`src/rtl/apb_fabric_pkg.sv`:
```
// Shared definitions for the parametrised APB fabric: FSM state encoding,
// the value returned on error responses and default select-field geometry.
package apb_fabric_pkg;

  typedef enum logic [1:0] {
    ST_IDLE   = 2'd0,
    ST_SETUP  = 2'd1,
    ST_ACCESS = 2'd2,
    ST_RESP   = 2'd3
  } state_e;

  // Every bit of the read data returned with an error response
  localparam logic ERR_RDATA_BIT = 1'b0;

  // Default position and width of the slave-select field in the address
  localparam int DEF_SEL_LSB = 12;
  localparam int DEF_SEL_W   = 3;

endpackage

```
`src/rtl/apb_timeout_ctr.sv`:
```
// Wait-state counter for the APB fabric. It is cleared while the fabric is in
// SETUP and counts ACCESS cycles in which the selected slave is not ready.
// hit_o flags the cycle that would be the TIMEOUT_CYC-th such cycle, so the
// fabric can leave ACCESS on that same clock edge.
module apb_timeout_ctr
  import apb_fabric_pkg::*;
#(
  parameter int TIMEOUT_CYC = 16
) (
  input  logic clk,
  input  logic rst,
  input  logic clr_i,
  input  logic inc_i,
  output logic hit_o
);

  localparam int CNT_W = $clog2(TIMEOUT_CYC) + 1;
  localparam logic [CNT_W-1:0] LAST_CNT = CNT_W'(TIMEOUT_CYC - 1);

  logic [CNT_W-1:0] cnt_q;
  logic [CNT_W-1:0] cnt_d;

  // Next count: clear takes priority over increment
  always_comb begin
    cnt_d = cnt_q;
    if (clr_i) begin
      cnt_d = '0;
    end else if (inc_i) begin
      cnt_d = cnt_q + CNT_W'(1);
    end
  end

  // Count register with synchronous reset
  always_ff @(posedge clk) begin
    if (rst) begin
      cnt_q <= '0;
    end else begin
      cnt_q <= cnt_d;
    end
  end

  assign hit_o = inc_i && (cnt_q == LAST_CNT);

endmodule

```
`src/rtl/apb_fabric_n.sv`:
```
// Parametrised APB interconnect between one master and NUM_SLAVES slaves.
// The slave is decoded from paddr[SEL_LSB +: SEL_W]; unmapped indices get an
// immediate PSLVERR response. Every transfer is registered, so no input has a
// combinational path to any output.
// Optional feature: define APB_TIMEOUT_EN to abort an ACCESS phase with
// PSLVERR after TIMEOUT_CYC cycles without s_pready from the selected slave.
module apb_fabric_n
  import apb_fabric_pkg::*;
#(
  parameter int NUM_SLAVES  = 8,
  parameter int ADDR_W      = 32,
  parameter int DATA_W      = 32,
  parameter int SEL_LSB     = DEF_SEL_LSB,
  parameter int SEL_W       = DEF_SEL_W,
  parameter int TIMEOUT_CYC = 16
) (
  input  logic                         clk,
  input  logic                         rst,
  input  logic                         m_psel,
  input  logic                         m_penable,
  input  logic                         m_pwrite,
  input  logic [ADDR_W-1:0]            m_paddr,
  input  logic [DATA_W-1:0]            m_pwdata,
  output logic                         m_pready,
  output logic [DATA_W-1:0]            m_prdata,
  output logic                         m_pslverr,
  output logic [NUM_SLAVES-1:0]        s_psel,
  output logic                         s_penable,
  output logic                         s_pwrite,
  output logic [ADDR_W-1:0]            s_paddr,
  output logic [DATA_W-1:0]            s_pwdata,
  input  logic [NUM_SLAVES*DATA_W-1:0] s_prdata,
  input  logic [NUM_SLAVES-1:0]        s_pready,
  input  logic [NUM_SLAVES-1:0]        s_pslverr
);

  localparam logic [SEL_W:0]    NUM_IDX   = (SEL_W+1)'(NUM_SLAVES);
  localparam logic [DATA_W-1:0] ERR_RDATA = {DATA_W{ERR_RDATA_BIT}};

  state_e              state_q, state_d;
  logic [ADDR_W-1:0]   addr_q, addr_d;
  logic [DATA_W-1:0]   wdata_q, wdata_d;
  logic                pwrite_q, pwrite_d;
  logic [SEL_W-1:0]    idx_q, idx_d;
  logic [DATA_W-1:0]   rdata_q, rdata_d;
  logic                err_q, err_d;

  logic [SEL_W-1:0]      idxIn;
  logic [NUM_SLAVES-1:0] selDec;
  logic [DATA_W-1:0]     selRdata;
  logic                  selReady;
  logic                  selErr;
  logic                  timeoutHit;

  assign idxIn = m_paddr[SEL_LSB +: SEL_W];

  // Select decode and return-path mux for the latched slave index
  always_comb begin
    selDec   = '0;
    selRdata = '0;
    selReady = 1'b0;
    selErr   = 1'b0;
    for (int k = 0; k < NUM_SLAVES; k++) begin
      if (idx_q == SEL_W'(k)) begin
        selDec[k] = 1'b1;
        selRdata  = s_prdata[k*DATA_W +: DATA_W];
        selReady  = s_pready[k];
        selErr    = s_pslverr[k];
      end
    end
  end

`ifdef APB_TIMEOUT_EN
  apb_timeout_ctr #(
    .TIMEOUT_CYC(TIMEOUT_CYC)
  ) u_timeout (
    .clk   (clk),
    .rst   (rst),
    .clr_i (state_q == ST_SETUP),
    .inc_i ((state_q == ST_ACCESS) && !selReady),
    .hit_o (timeoutHit)
  );
`else
  assign timeoutHit = 1'b0;
`endif

  // Transfer FSM next state plus the latched request and response values
  always_comb begin
    state_d  = state_q;
    addr_d   = addr_q;
    wdata_d  = wdata_q;
    pwrite_d = pwrite_q;
    idx_d    = idx_q;
    rdata_d  = rdata_q;
    err_d    = err_q;
    case (state_q)
      ST_IDLE: begin
        if (m_psel && !m_penable) begin
          addr_d   = m_paddr;
          wdata_d  = m_pwdata;
          pwrite_d = m_pwrite;
          idx_d    = idxIn;
          err_d    = 1'b0;
          if ({1'b0, idxIn} < NUM_IDX) begin
            state_d = ST_SETUP;
          end else begin
            err_d   = 1'b1;
            rdata_d = ERR_RDATA;
            state_d = ST_RESP;
          end
        end
      end
      ST_SETUP: begin
        state_d = ST_ACCESS;
      end
      ST_ACCESS: begin
        if (selReady) begin
          rdata_d = pwrite_q ? ERR_RDATA : selRdata;
          err_d   = selErr;
          state_d = ST_RESP;
        end else if (timeoutHit) begin
          rdata_d = ERR_RDATA;
          err_d   = 1'b1;
          state_d = ST_RESP;
        end
      end
      ST_RESP: begin
        state_d = ST_IDLE;
      end
      default: begin
        state_d = ST_IDLE;
      end
    endcase
  end

  // State and latch registers; reset clears everything, abandoning any transfer
  always_ff @(posedge clk) begin
    if (rst) begin
      state_q  <= ST_IDLE;
      addr_q   <= '0;
      wdata_q  <= '0;
      pwrite_q <= 1'b0;
      idx_q    <= '0;
      rdata_q  <= '0;
      err_q    <= 1'b0;
    end else begin
      state_q  <= state_d;
      addr_q   <= addr_d;
      wdata_q  <= wdata_d;
      pwrite_q <= pwrite_d;
      idx_q    <= idx_d;
      rdata_q  <= rdata_d;
      err_q    <= err_d;
    end
  end

  assign s_psel    = ((state_q == ST_SETUP) || (state_q == ST_ACCESS)) ? selDec : '0;
  assign s_penable = (state_q == ST_ACCESS);
  assign s_pwrite  = pwrite_q;
  assign s_paddr   = addr_q;
  assign s_pwdata  = wdata_q;
  assign m_pready  = (state_q == ST_RESP);
  assign m_pslverr = (state_q == ST_RESP) && err_q;
  assign m_prdata  = rdata_q;

endmodule

```
`config.mk`:
```
export PLATFORM = sky130hd
export DESIGN_NAME = apb_fabric_n
export DESIGN_NICKNAME = d
export VERILOG_FILES = /design/src/rtl/apb_fabric_pkg.sv /design/src/rtl/apb_timeout_ctr.sv /design/src/rtl/apb_fabric_n.sv
export SDC_FILE = /design/constraint.sdc
export NUM_CORES = 1
export LEC_CHECK = 0
export CORE_AREA = 2 2 176 178
export CTS_CLUSTER_DIAMETER = 120
export DETAILED_ROUTE_END_ITERATION = 8
export DIE_AREA = 0 0 178 180
export PLACE_DENSITY = 0.51
export SKIP_CTS_REPAIR_TIMING = 1
export SYNTH_ARGS = -nofsm -noshare
export SYNTH_HDL_FRONTEND = slang
export SYNTH_HIERARCHICAL = 1
export SYNTH_SLANG_ARGS = --single-unit
```
`constraint.sdc`:
```
create_clock -name clk -period 1.8 [get_ports clk]
set_input_delay 0.36 -clock clk [delete_from_list [all_inputs] [get_ports clk]]
set_output_delay 0.36 -clock clk [all_outputs]
set_load 0.02 [all_outputs]
```
==> flow_metrics.env <==
export IMPL_status="finished, final reports clean"
export IMPL_cts_sinks=100
export IMPL_cts_tree="done"
export IMPL_dieArea_um2=32000
export IMPL_synthFlopType="dfxtp_1"
export IMPL_hp_start="s_paddr[30]$_SDFFE_PP0P_"
export IMPL_rr_worst_depth=8
export IMPL_drt_iter0_markers=328
export IMPL_slowest_delay_ps=340
export IMPL_port_buffers=448
export IMPL_coreArea_um2=30200
export IMPL_cp_num_buf_inv=2
export IMPL_syn_nets=1146
export IMPL_rsz0062_at_grt="yes"
export IMPL_synthCells=801
export IMPL_via_count=7644
export IMPL_synth_edff_count=0
export IMPL_finalWorstPathRequiredPeriod_ps=1770
export IMPL_grt_usage=0.189
export IMPL_cpLargestDelayFamily="flip-flops"
export IMPL_wl_mm=32.5
export IMPL_place_area_um2=11500
export IMPL_fp_dieH_um=180
export IMPL_cp_max_fo=4
export IMPL_root_buffer="clkbuf_16"
export IMPL_max_freq_ghz=0.564
export IMPL_crit_arrival_ps=1410
export IMPL_maxSlewHeadroom=0.610
export IMPL_worstSkewPairLatency_ps=350
export IMPL_cp_start_kind="flip-flop"
export IMPL_antenna_found_initial=2
export IMPL_power_density_nw_per_um2=757
export IMPL_skew_ps=14.9
export IMPL_syn_area_um2=6260
export IMPL_yosysUniqueCellTypes=43
export IMPL_clkTransAtPathRegs_ps=70
export IMPL_worstPathRequired_ps=1440
export IMPL_place_gp_congestion=0.813
export IMPL_min_period_over_period=0.985
export IMPL_final_area_um2=12100
export IMPL_ir_drop_uv=477
export IMPL_dp_cells=1619
export IMPL_yosys_warnings=6
export IMPL_start_util=0.207
export IMPL_layoutNonFillerInstCount=1651
export IMPL_nNetsFinal=1593
export IMPL_clockBufferDepth=2
export IMPL_pin_count=449
export IMPL_ys_seq_area_frac=0.320
export IMPL_final_core_util=0.402
export IMPL_numCtsBuffers=9
export IMPL_drt_first_pass_iters=4
export IMPL_rows=64
export IMPL_p_leak_nw=4.55
export IMPL_hold_path_class="flip-flop to flip-flop"
export IMPL_timing_rr_end="m_prdata[9]$_SDFFE_PP0P_"
export IMPL_r2r_start="s_paddr[14]$_SDFFE_PP0P_"
export IMPL_async_reset_ff_frac=0
export IMPL_hold_depth=2
export IMPL_worstMarginPinSlew_ps=586
export IMPL_cpMaxStageDelayCell="dfxtp_2"
export IMPL_max_cap_violations=0
export IMPL_grt_overflow_total=0
export IMPL_drv_slew=0
export IMPL_endpoint_kind="primary output"
export IMPL_die_x_um=178
export IMPL_wire_per_inst_um=19.7
export IMPL_hpwl_mm=24.4
export IMPL_layout_drive_gt1_share=0.113
export IMPL_power_mw=9.20
export IMPL_syn_avg_cell_area_um2=7.82
export IMPL_rrSetupSlack_ps=50
export IMPL_tns_ps=0
export IMPL_grt_pass1_wl_mm=46.9
export IMPL_grt_pass1_vias=7810
export IMPL_ctsHtreeMaxLevel=3
export IMPL_grt_max_degree=53
export IMPL_crit_path_cell_trace="inv_2 > ha_4 > nand2b_4 > nor3_4 > buf_6"
export IMPL_final_fill_count=3108
export IMPL_holdPathEnd="s_paddr[30]$_SDFFE_PP0P_"
export IMPL_crit_type="flip-flop to primary output"
export IMPL_viasPerCell=4.63
export IMPL_final_setup_viol_count=0
export IMPL_yosys_register_bits=100
export IMPL_hold_viol_final=0
export IMPL_ant_nets=0
export IMPL_drc=0
export IMPL_areaGrowthSynthToFinish_pct=93.9
state kept, by name, summed over array words and instances, names as in the netlist:
signal	cells
s_pwrite	1
err_q	1
m_prdata	32
s_paddr	32
s_pwdata	32
state_q	2
synth_stat cells, drive strengths merged, types with 2 or more instances:
master	instances	share of area
nand2	196	0.12
dfxtp	100	0.32
a21oi	73	0.058
mux2i	65	0.10
o21ai	57	0.046
clkbuf	46	0.028
buf	35	0.039
o22ai	31	0.031
nand2b	28	0.028
a22oi	26	0.031
a21o	25	0.030
a221o	25	0.040
a22o	25	0.035
nor2	16	0.010
inv	7	0.0042
o211ai	7	0.0092
mux2	6	0.011
mux4	6	0.022
ha	4	0.0080
nand3	3	0.0040
o221ai	3	0.0052
nor3	2	0.0016
o311a	2	0.0032
or2	2	0.0020
cell families (layout without fill, tap and decap cells):
family / count (synthesis) / in the layout / share of synthesized area
AND/OR/NAND/NOR: 251 / 251 / 0.167
adder cells (fa/ha/maj): 4 / 4 / 0.00799
buffers and inverters: 89 / 541 / 0.0709
multiplexers: 77 / 77 / 0.136
flip-flops: 100 / 100 / 0.320
other: 0 / 2 / 0
AO/OA/AOI/OAI: 280 / 280 / 0.298
worst register-to-register path: stages (launching register included):
cell       delay [ps]
dfxtp_4           390
buf_4             160
mux2i_1           130
o211ai_2          200
nand3_2           110
a21boi_4          170
buf_12            140
clkbuf_16         190
mux2i_1           200
per-layer routing:
layer	GRT usage	share of wire	vias up
li1	-	-	3773
met1	0.231	0.42	3531
met2	0.325	0.48	311
met3	0.0533	0.086	29
met4	0.0469	0.021	0
met5	0	0	-
layout make-up:
cell class              count  area (um^2)  area share
diodes                      2         5.00    0.000412
flip-flops and latches    100         2020       0.166
inverters                   8         30.0     0.00247
repair buffers            517         5340       0.440
clock inverters             6         65.1     0.00536
clock buffers              10          239      0.0197
multi-input cells         612         3960       0.326
well taps                 396          495      0.0408
power breakdown:
| group | total, mW | internal (mW) | switching, mW | leakage, nW |
|---|---|---|---|---|
| clock | 2.01 | 1.02 | 0.991 | 0.150 |
| combinational | 4.57 | 2.41 | 2.16 | 3.59 |
| sequential | 2.62 | 2.46 | 0.150 | 0.815 |
| total | 9.20 | 5.89 | 3.30 | 4.55 |
metrics by stage:
step / hold WS (ps) / setup WS (ps)
finish: 456 / 27.8
global route: 472 / -55.8
global placement: 440 / -287
CTS: 452 / -684
detailed placement: 447 / -297
floorplan: 457 / 12.4
worst max path at each step:
stage	cells after the start	slack, ps	endpoint	startpoint
floorplan	7	10	s_psel[0]	s_paddr[14]$_SDFFE_PP0P_
CTS	5	-680	s_psel[4]	state_q[0]$_SDFFE_PP0P_
global placement	5	-290	s_psel[4]	state_q[0]$_SDFFE_PP0P_
global route	5	-60	s_psel[0]	state_q[0]$_SDFFE_PP0P_
detailed placement	5	-300	s_psel[4]	state_q[0]$_SDFFE_PP0P_
finish	5	30	s_psel[0]	state_q[1]$_SDFFE_PP0P_
placed cells by master, fill, tap and decap left out, drive strengths merged, types with 2 or more instances in the layout:
| cell | instances |
|---|---|
| a22oi | 26 |
| or2 | 2 |
| nand2b | 28 |
| mux2 | 6 |
| inv | 10 |
| o311a | 2 |
| mux2i | 65 |
| diode | 2 |
| nor3 | 2 |
| nor2 | 16 |
| dlymetal6s2s | 7 |
| mux4 | 6 |
| a221o | 25 |
| clkdlybuf4s50 | 431 |
| o21ai | 57 |
| buf | 74 |
| a21o | 25 |
| o221ai | 3 |
| o211ai | 7 |
| nand2 | 196 |
| a22o | 25 |
| o22ai | 31 |
| clkbuf | 15 |
| ha | 4 |
| dfxtp | 100 |
| a21oi | 73 |
| clkinv | 4 |
| nand3 | 3 |
No activity file was read; power rests on OpenSTA's default activity.
